$ cat src/rtl/keypad_to_num.sv
// Keypad digit entry buffer (BCD) with a sequential multiply-by-ten converter to binary.
// Optional build macro KEYPAD_LEADING_ZERO_SUPPRESS_EN: leading zeros are accepted but not stored.
`timescale 1ns/1ps
module keypad_to_num #(
    parameter int DIGITS = 4
) (
    input  logic        clk,
    input  logic        rst_n,
    input  logic        digit_valid,
    input  logic [3:0]  digit,
    input  logic        backspace,
    input  logic        clear,
    input  logic        enter,
    output logic [15:0] bcd,
    output logic [2:0]  digit_count,
    output logic        busy,
    output logic [13:0] num,
    output logic        num_valid,
    output logic        err
);

    localparam logic [2:0] DIGITS_L = 3'(DIGITS);

    typedef enum logic {
        S_IDLE,
        S_CONV
    } state_t;

    state_t      state_q;
    logic [15:0] bcd_q;
    logic [2:0]  count_q;
    logic [15:0] shadow_q;
    logic [13:0] acc_q;
    logic [13:0] acc_d;
    logic [2:0]  step_q;
    logic [13:0] num_q;
    logic        busy_q;
    logic        num_valid_q;
    logic        err_q;

    logic [15:0] nib_mask;
    logic        digit_ok;
    logic        room;
    logic        lead_zero;

    // Only the lowest DIGITS nibbles of the buffer and shadow are live.
    for (genvar gi = 0; gi < 4; gi++) begin : g_mask
        assign nib_mask[4*gi +: 4] = (gi < DIGITS) ? 4'hF : 4'h0;
    end

    always_comb begin
        digit_ok = (digit <= 4'd9);
        room     = (count_q < DIGITS_L);
`ifdef KEYPAD_LEADING_ZERO_SUPPRESS_EN
        lead_zero = (digit == 4'd0) && (count_q == 3'd0);
`else
        lead_zero = 1'b0;
`endif
        // acc*10 + next nibble, built from shifts to avoid a multiplier
        acc_d = {acc_q[10:0], 3'b000} + {acc_q[12:0], 1'b0}
              + {10'd0, shadow_q[4*DIGITS-1 -: 4]};
    end

    always_ff @(posedge clk or negedge rst_n) begin
        if (!rst_n) begin
            state_q     <= S_IDLE;
            bcd_q       <= '0;
            count_q     <= '0;
            shadow_q    <= '0;
            acc_q       <= '0;
            step_q      <= '0;
            num_q       <= '0;
            busy_q      <= 1'b0;
            num_valid_q <= 1'b0;
            err_q       <= 1'b0;
        end else begin
            num_valid_q <= 1'b0;
            err_q       <= 1'b0;
            case (state_q)
                S_IDLE: begin
                    if (clear) begin
                        bcd_q   <= '0;
                        count_q <= '0;
                    end else if (enter) begin
                        shadow_q <= bcd_q;
                        acc_q    <= '0;
                        step_q   <= '0;
                        bcd_q    <= '0;
                        count_q  <= '0;
                        busy_q   <= 1'b1;
                        state_q  <= S_CONV;
                    end else if (backspace) begin
                        if (count_q != 3'd0) begin
                            bcd_q   <= bcd_q >> 4;
                            count_q <= count_q - 3'd1;
                        end
                    end else if (digit_valid) begin
                        if (!digit_ok || !room) begin
                            err_q <= 1'b1;
                        end else if (!lead_zero) begin
                            bcd_q   <= ({bcd_q[11:0], digit}) & nib_mask;
                            count_q <= count_q + 3'd1;
                        end
                    end
                end
                S_CONV: begin
                    if (clear) begin
                        busy_q  <= 1'b0;
                        state_q <= S_IDLE;
                    end else begin
                        acc_q    <= acc_d;
                        shadow_q <= (shadow_q << 4) & nib_mask;
                        step_q   <= step_q + 3'd1;
                        if (step_q == DIGITS_L - 3'd1) begin
                            num_q       <= acc_d;
                            num_valid_q <= 1'b1;
                            busy_q      <= 1'b0;
                            state_q     <= S_IDLE;
                        end
                    end
                end
                default: state_q <= S_IDLE;
            endcase
        end
    end

    assign bcd         = bcd_q;
    assign digit_count = count_q;
    assign busy        = busy_q;
    assign num         = num_q;
    assign num_valid   = num_valid_q;
    assign err         = err_q;

endmodule

$ cat config.mk
export PLATFORM = sky130hd
export DESIGN_NAME = keypad_to_num
export DESIGN_NICKNAME = d
export VERILOG_FILES = /design/src/rtl/keypad_to_num.sv
export SDC_FILE = /design/constraint.sdc
export NUM_CORES = 1
export LEC_CHECK = 0
export CAP_MARGIN = 5
export CORE_MARGIN = 1
export CORE_UTILIZATION = 40
export DETAILED_ROUTE_END_ITERATION = 12
export GPL_TIMING_DRIVEN = 1
export HOLD_SLACK_MARGIN = 0.12
export PLACE_DENSITY = 0.73
export SYNTH_ARGS = -nofsm -noshare
export SYNTH_HDL_FRONTEND = slang
export SYNTH_SLANG_ARGS = --single-unit
$ cat constraint.sdc
create_clock -name clk -period 2.2 [get_ports clk]
set_input_delay 0.22 -clock clk [delete_from_list [all_inputs] [get_ports clk]]
set_output_delay 0.22 -clock clk [all_outputs]
set_load 0.05 [all_outputs]
# Yosys cells after proc, flatten, opt, wreduce, memory -nomap -nowiden
# Index checks and enable logic that the tools add are counted.
# W data, S select, Z words.
[totals]
reg_bits = 69
inputBits = 10
output_inout_bits = 36
word_cells = 78
[classes]
addsub = 5
n_lt_le_gt_ge = 2
n_eq_ne = 7
n_mux = 43
n_bitwise = 2
reduce_logical = 9
[op_table]
columns = ["cell", "n"]
rows = [
  ["$mux W16", 9],
  ["$mux W13", 3],
  ["$pmux W16 S2", 1],
  ["$mux W3", 9],
  ["$pmux W13 S2", 1],
  ["$mux W1", 17],
  ["$add A14 B14 Y14", 1],
  ["$add A14 B4 Y14", 1],
  ["$reduce_and A3 Y1", 3],
  ["$add A3 B1 Y3 const B", 2],
  ["$ne A2 B2 Y1 const B", 3],
  ["$pmux W3 S2", 1],
  ["$le A4 B4 Y1 const B", 1],
  ["$ne A4 B1 Y1 const B", 1],
  ["$ne A4 B4 Y1 const B", 1],
  ["$pmux W1 S2", 2],
  ["$reduce_and A4 Y1", 1],
  ["$reduce_bool A4 Y1", 1],
  ["$eq A3 B2 Y1 const B", 1],
  ["$lt A3 B3 Y1 const B", 1],
  ["$ne A3 B2 Y1 const B", 1],
  ["$reduce_bool A3 Y1", 1],
  ["$sub A3 B1 Y3 const B", 1],
  ["$logic_not A1 Y1", 2],
  ["other kinds (2)", 3],
]

# Logic depth before layout (Yosys ltp)
# Gate-level depths: netlist of the first run.
[logic_depth]
ltp_word = 9
ltp_mapped = 9
ltp_nobuf = 9

# Least setup slack after synthesis of the first run
# OpenSTA, ideal clock, no wires.
[synth_timing]
path_kind = "reg-to-reg"
start = "register acc_q[0]"
end = "register acc_q[12]"
setup_time_ps = 124
arrival_time_ps = 2173
required_ps = 2076
slack_ps = -97
stages_incl_launch_ff = 9
n_path_buf = 0
period_less_slack_ps = 2297
path_cell_list = "dfrtp_1 inv_1 fa_1 fa_1 nor2b_1 o31ai_1 a21o_1 and4_1 a211o_1"
[synth_between]
elab_chain_len = 4
[synth_lines]
columns = ["item", "line", "rtl"]
rows = [
  ["start: declaration", "33", "logic [13:0] acc_q;"],
  ["start signal: assignment", "70", "acc_q <= '0;"],
  ["start signal: assignment", "86", "acc_q <= '0;"],
  ["start signal: assignment", "111", "acc_q <= acc_d;"],
  ["$add A14 B14 Y14", "60", "acc_d = {acc_q[10:0], 3'b000} + {acc_q[12:0], 1'b0}"],
  ["$add A14 B4 Y14", "61", "+ {10'd0, shadow_q[4*DIGITS-1 -: 4]};"],
  ["$mux W13", "107", "if (clear) begin"],
  ["$pmux W13 S2", "79", "case (state_q)"],
]
# Every way passes these cells. The select of a mux whose other input is x is not followed.
# A chain may end at the register's enable or synchronous reset.

# Final worst setup path of the first run
# Same ends and word-level chain as after synthesis.

==> results of run 1 <==
layout by cell type, fill, tap and decap left out, types with 3 or more instances in the layout:
master           instances
xor2_1                   3
mux2i_1                 24
a21o_1                   5
nand2_1                 69
inv_1                   11
buf_6                    3
o21ai_1                  4
o31ai_1                  6
clkdlybuf4s50_1         44
dfrtp_1                 69
inv_2                    4
nor3_1                   3
o21ai_0                 27
and2b_1                  4
a21oi_1                  9
a22o_1                   8
or4_1                    3
nor2_1                   9
ha_1                    21
o31ai_2                 10
nand3_1                  3
a311oi_1                 3
clkbuf_8                10
and4_1                   3
o21ai_2                  4
nand2b_1                 3
buf_4                   25
buf_12                   3
mux2_4                   3
metrics by stage:
step | total power (uW) | hold WS, ns | TNS [ns]
after global placement | 1850 | 0.269 | -1.08
final | 2750 | 0.426 | -2.86
after floorplan | 1690 | -0.0756 | -0.0296
after CTS | 2770 | 0.439 | -1.29
after detailed placement | 1860 | 0.271 | -2.19
after global routing | 2880 | 0.460 | -3.98
kinds of logic (layout without fill, tap and decap cells):
family | Yosys count | in the layout
and+or+nand+nor | 113 | 113
xor gates and xnor gates | 7 | 7
adders and majority gates | 27 | 27
buffers and inverters | 35 | 106
DFF | 69 | 69
muxes | 27 | 27
AOI/OAI and AO/OA | 96 | 96
area by class of cell:
cell class	instances	area (um^2)	area share [%]
Multi-Input combinational cell	270	2070	42.1
Sequential cell	69	1730	35.1
Timing Repair Buffer	77	737	15.0
Tap cell	129	161	3.28
Clock buffer	10	138	2.80
Inverter	15	56.3	1.15
Clock inverter	4	26.3	0.535
timing repair:
item,4_1_cts,5_1_grt
endpoints found under the setup margin,14,15
gates resized for setup,15,17
pin swaps,13,17
hold endpoints to repair,69,0
hold buffers,1,0
buffers inserted,3,3
power breakdown:
part           switching [uW]  internal [uW]  total [uW]
Combinational             299            178         478
Clock                     475            425         899
Sequential               46.8           1320        1370
registers in the layout (all words and copies together) (netlist names):
register / cells
bcd: 16
shadow_q: 16
num: 14
acc_q: 13
digit_count: 3
step_q: 3
busy: 1
err: 1
num_valid: 1
state_q: 1
path summary, 6_finish.rpt:
path | start | end | slack, ns
worst max-delay path | acc_q[0] | acc_q[12] | -0.28
worst min-delay path | rst_n | num_valid | 0.43
worst max register to register | acc_q[0] | acc_q[12] | -0.28
worst min register to register | num[4] | num[4] | 0.48
max in group asynchronous | rst_n | acc_q[10] | 1.48
min in group clk | num[4] | num[4] | 0.48
worst reg2reg max path: stages, from the launching register on:
cell and delay, ns:
dfrtp_1 0.37, inv_2 0.05, fa_1 0.52, buf_6 0.15, fa_2 0.38, nor2b_4 0.18, o31ai_4 0.09, a21o_1 0.21
and4_1 0.20, a211o_1 0.22
layer usage:
metal | share of wire [%] | global-route usage (%) | wire length [um]
met4 | 2.1 | 7.13 | 189
met1 | 45 | 25.1 | 4040
met2 | 49 | 32.2 | 4340
met3 | 4.0 | 4.29 | 354
met5 | 0 | 0 | 0
==> flow_summary.yaml, run 1 <==
outcome:
  status: "finished with violations"
  violations: "setup timing"
placement:
  dp_hpwl_um: 6100
  place_worst_setup_slack_ns: -0.236
  port_buffers: 45
  place_area_um2: 4550
  dp.cells: 554
  gp_congestion: 0.904
critical_path:
  critPathBufInv: 2
  critPathKind: "register to register"
  arrival_ns: 2.71
  critPathTopFamily: "adder cells"
  cp-end-kind: "register"
  crit_cells: 9
  max_stage_delay_ns: 0.52
  worstSetupStartpointType: "register"
  cp.required_ns: 2.43
  worstPathCellList: "inv_2 -> fa_1 -> buf_6 -> fa_2 -> nor2b_4 -> o31ai_4 -> a21o_1 -> and4_1 -> a211o_1"
  reg2reg_depth: 9
  slowest_stage: "fa_1"
  crit_fanout: 4
clocking:
  cts_max_path_buffers: 2
  cts_tree: "yes"
  cts-root-buf: "clkbuf_8"
  cts_buffers: 9
  clk_pin_slew_ns: 0.07
  clock-sinks: 69
  htreeDepth: 3
  insertion_delay_ns: 0.35
power:
  ir_drop_uv: 297
  p_leak_uw: 0.00229
  p_per_area_nw_per_um2: 559
cells_and_area:
  stdcell_count: 574
  fin_area_um2: 4910
  fillers: 830
  drive_above_1_share_pct: 19.8
  finish.utilization_pct: 53.2
  finalNetCount: 479
  syn2layout_area_growth_pct: 29.3
  num_antenna_cells: 0
timing:
  slew_headroom_pct: 66.2
  max_slew.worst_pin.slew_ns: 0.505
  rsz0062_at_grt: "yes"
  clock_skew_ns: 0.00843
  worst_slack_ns: -0.276
  finalSetupViolCount: 17
  post-route-period-util_pct: 113
  finalHoldViolations: 0
  drv_slew: 0
  fmax_mhz: 404
  finalCriticalPeriod_ns: 2.48
hold_path:
  min_path_type: "primary input to asynchronous set/reset pin"
synth:
  synthMuxAreaShare_pct: 7.21
  synth_top_family_by_area: "compound AO/OA/AOI/OAI gates"
  synth_common_cells: "dfrtp_1, nand2_1, o21ai_0"
  synth_compound_area_share_pct: 18.3
  synth_edf_count: 0
  ys_seq_elements: 69
  synth_flop_cell: "dfrtp_1"
  synth-xor-area-share_pct: 1.61
  async_reset_ff_share_pct: 100
  synthAdderAreaFrac_pct: 9.48
  synthSimpleGateAreaFrac_pct: 13.6
  ys_types: 50
  syn_inst: 374
  synth_top_cell_by_area: "dfrtp_1"
  yosysTopAreaCellShare_pct: 45.4
  synth_area_um2: 3800
  synthTopCellsByArea: "dfrtp_1, ha_1, nand2_1"
  syn_nets: 411
  postSynthAreaPerCell_um2: 10.2
  yosysWarningCount: 0
  synth_seq_area_share_pct: 45.4
routing:
  antenna_left: 0
  post-route-drc-count: 0
  routed_wl_um: 8930
  drtPass1Iterations: 4
  routed_via_density: 5.20
  num_vias: 2984
  drtIter0Drc: 121
  wl_per_cell_um: 15.6
global_routing:
  grt_pass1_wl_um: 15100
  grt_start_max_net_pins: 70
  grt_usage_pct: 19.5
  grt_overflow: 0
  antenna_found_initial: 0
  grt_pass1_vias: 3098
floorplan:
  ioPinCount: 46
  rows: 35
  start_util_pct: 41.2
  die-area_um2: 9900
  die_w_um: 99.5
  fp.dieH_um: 99.5
  coreArea_um2: 9240
run:
  max_cap_viol_count: 0
No activity file was read; power rests on OpenSTA's default activity.
==> run 2, diff against run 1 <==
--- a/config.mk
+++ b/config.mk
@@ -13,4 +13,5 @@
 export HOLD_SLACK_MARGIN = 0.12
 export PLACE_DENSITY = 0.73
+export SETUP_SLACK_MARGIN = 0.15
 export SYNTH_ARGS = -nofsm -noshare
 export SYNTH_HDL_FRONTEND = slang
==> constraint.sdc (replaced) <==
create_clock -name clk -period 2.2 [get_ports clk]
set_input_delay 0.22 -clock clk [delete_from_list [all_inputs] [get_ports clk]]
set_output_delay 0.22 -clock clk [all_outputs]
set_load 0.01 [all_outputs]
==> run 2 against run 1 <==
  * The run still ends with setup timing left
  * Final cell count is 1.4% higher
  * Flip-flop and latch count stayed put
  * Maximum frequency is 5.8% higher
  * Utilization is 1.8 points higher
  * Design area is 3.3% higher
  * Global-route usage is 0.20 points lower
  * Clock power is 17% higher
  * Sequential share of layout area is 1.1 points lower
  * Hold slack worse by 0.034 ns
  * Register-to-register slack better by 0.14 ns
  * First-iteration DRC count is 33% lower
  * Sequential power hardly changed
==> flow_summary.yaml, run 2 (synthesis gave the netlist of run 1 again) <==
outcome:
  status: "finished with violations"
  violations: "setup timing"
global_routing:
  grt_start_max_net_pins: 70
  grt_overflow: 0
  grt_usage_pct: 19.3
  grt_pass1_wl_um: 15000
  antenna_found_initial: 0
  grt_pass1_vias: 3113
critical_path:
  reg2reg_depth: 9
  worstPathCellList: "inv_2 -> fa_1 -> inv_2 -> ha_4 -> a21o_1 -> and3_4 -> o211ai_1 -> and4_1 -> o31ai_2"
  worst_r2r_endpoint: "num[11]"
  max_stage_delay_ns: 0.59
  critPathKind: "register to register"
  cp-end-kind: "register"
  worstSetupStartpointType: "register"
  regToRegStartpoint: "acc_q[2]"
  reg2reg_slack_ns: -0.14
  worst_path_most_repeated_cell: "inv_2"
  arrival_ns: 2.60
  cp.required_ns: 2.46
  crit_fanout: 3
  slowest_stage: "fa_1"
hold_path:
  min_path_type: "primary input to asynchronous set/reset pin"
cells_and_area:
  layout_commonest_cell: "dfrtp_1"
  layout_common_cells: "dfrtp_1, nand2_1, clkdlybuf4s50_1"
  finalNetCount: 485
  stdcell_count: 582
  finish.utilization_pct: 54.9
  drive_above_1_share_pct: 24.1
  syn2layout_area_growth_pct: 33.5
  num_antenna_cells: 0
timing:
  finalSetupViolCount: 14
  slew_headroom_pct: 72.3
  max_slew.worst_pin.slew_ns: 0.414
  rsz0062_at_grt: "yes"
  drv_slew: 0
  fin_tns_setup_ns: -1.05
  post-route-period-util_pct: 106
  fmax_mhz: 427
  finalHoldViolations: 0
  finalCriticalPeriod_ns: 2.34
  clock_skew_ns: 0.0135
  holdWs_ns: 0.392
  worst_slack_ns: -0.140
floorplan:
  die-area_um2: 9900
  coreArea_um2: 9240
  fp.dieH_um: 99.5
  die_w_um: 99.5
  rows: 35
  ioPinCount: 46
  start_util_pct: 41.2
routing:
  drtIter0Drc: 81
  routed_wl_um: 9090
  post-route-drc-count: 0
  drtPass1Iterations: 4
  routed_via_density: 5.24
  num_vias: 3047
  antenna_left: 0
  wl_per_cell_um: 15.6
placement:
  port_buffers: 45
  gp_congestion: 0.813
  dp_hpwl_um: 6110
  dp.cells: 558
power:
  power_uw: 2810
  ir_drop_uv: 410
  p_per_area_nw_per_um2: 554
  p_leak_uw: 0.00233
clocking:
  htreeDepth: 3
  cts_max_path_buffers: 2
  clock-sinks: 69
  cts-root-buf: "clkbuf_8"
  insertion_delay_ns: 0.37
  clk_pin_slew_ns: 0.09
  cts_buffers: 9
  cts_tree: "yes"
run:
  max_cap_viol_count: 0
## run 2: cell count changes in the layout (fill, tap and decap cells not counted), moves of 3 or more
cell     change
inv_6        +4
o31ai_2      +3
buf_4        +7
ha_4         +4
o31ai_1      -3
inv_8        +3
ha_1         -4
## run 2: worst max-delay path: cells and delay by family, from the launching register on
family	cells	cell delay, ns
buffers and inverters	2	0.10
adder cells (fa/ha/maj)	2	0.80
flip-flops	1	0.37
AO/OA/AOI/OAI	3	0.52
AND/OR/NAND/NOR	2	0.44
## run 2: worst max-delay path by stage
stage | from | to | cells after the start
2_1_floorplan | acc_q[2] | num[11] | 9
3_3_place_gp | acc_q[2] | num[11] | 9
3_5_place_dp | acc_q[2] | acc_q[11] | 9
4_1_cts | shadow_q[15] | acc_q[12] | 8
5_1_grt | acc_q[2] | acc_q[11] | 9
6_report | acc_q[2] | num[11] | 9
## run 2: metrics by stage
stage          worst slack (ns)  area, um^2
6_report                 -0.140        5080
5_1_grt                  -0.233        5080
4_1_cts                  -0.102        4860
3_5_place_dp             -0.144        4600
3_3_place_gp            -0.0887        4600
2_1_floorplan           -0.0155        3850
## run 2: timing repair
item | 4_1_cts | 5_1_grt
setup endpoints to repair | 17 | 20
gates resized for setup | 7 | 36
buffers inserted | 3 | 4
pin swaps | 15 | 14
hold buffers | 1 | 0
endpoints found under the hold margin | 69 | 0
gates cloned | 0 | 0
## run 2: per-layer routing
layer | vias up | part of all wire (%) | wire length (um) | global-route usage [%]
met5 | - | 0 | 0 | 0
met4 | 0 | 1.4 | 127 | 4.07
met3 | 12 | 3.1 | 279 | 4.64
met2 | 58 | 50 | 4510 | 32.7
met1 | 1496 | 46 | 4160 | 25.1
li1 | 1481 | - | - | -
## run 2: power by group
part / internal, uW / switching [uW]
Clock: 449 / 597
Combinational: 181 / 218
Sequential: 1320 / 45.8
## run 2: cell type report
| class | instances | area [um^2] |
|---|---|---|
| Inverter | 15 | 56.3 |
| Sequential cell | 69 | 1730 |
| Clock inverter | 7 | 68.8 |
| Clock buffer | 9 | 124 |
| Tap cell | 129 | 161 |
| Timing Repair Buffer | 83 | 769 |
| Fill cell | 806 | 4160 |
| Multi-Input combinational cell | 270 | 2170 |
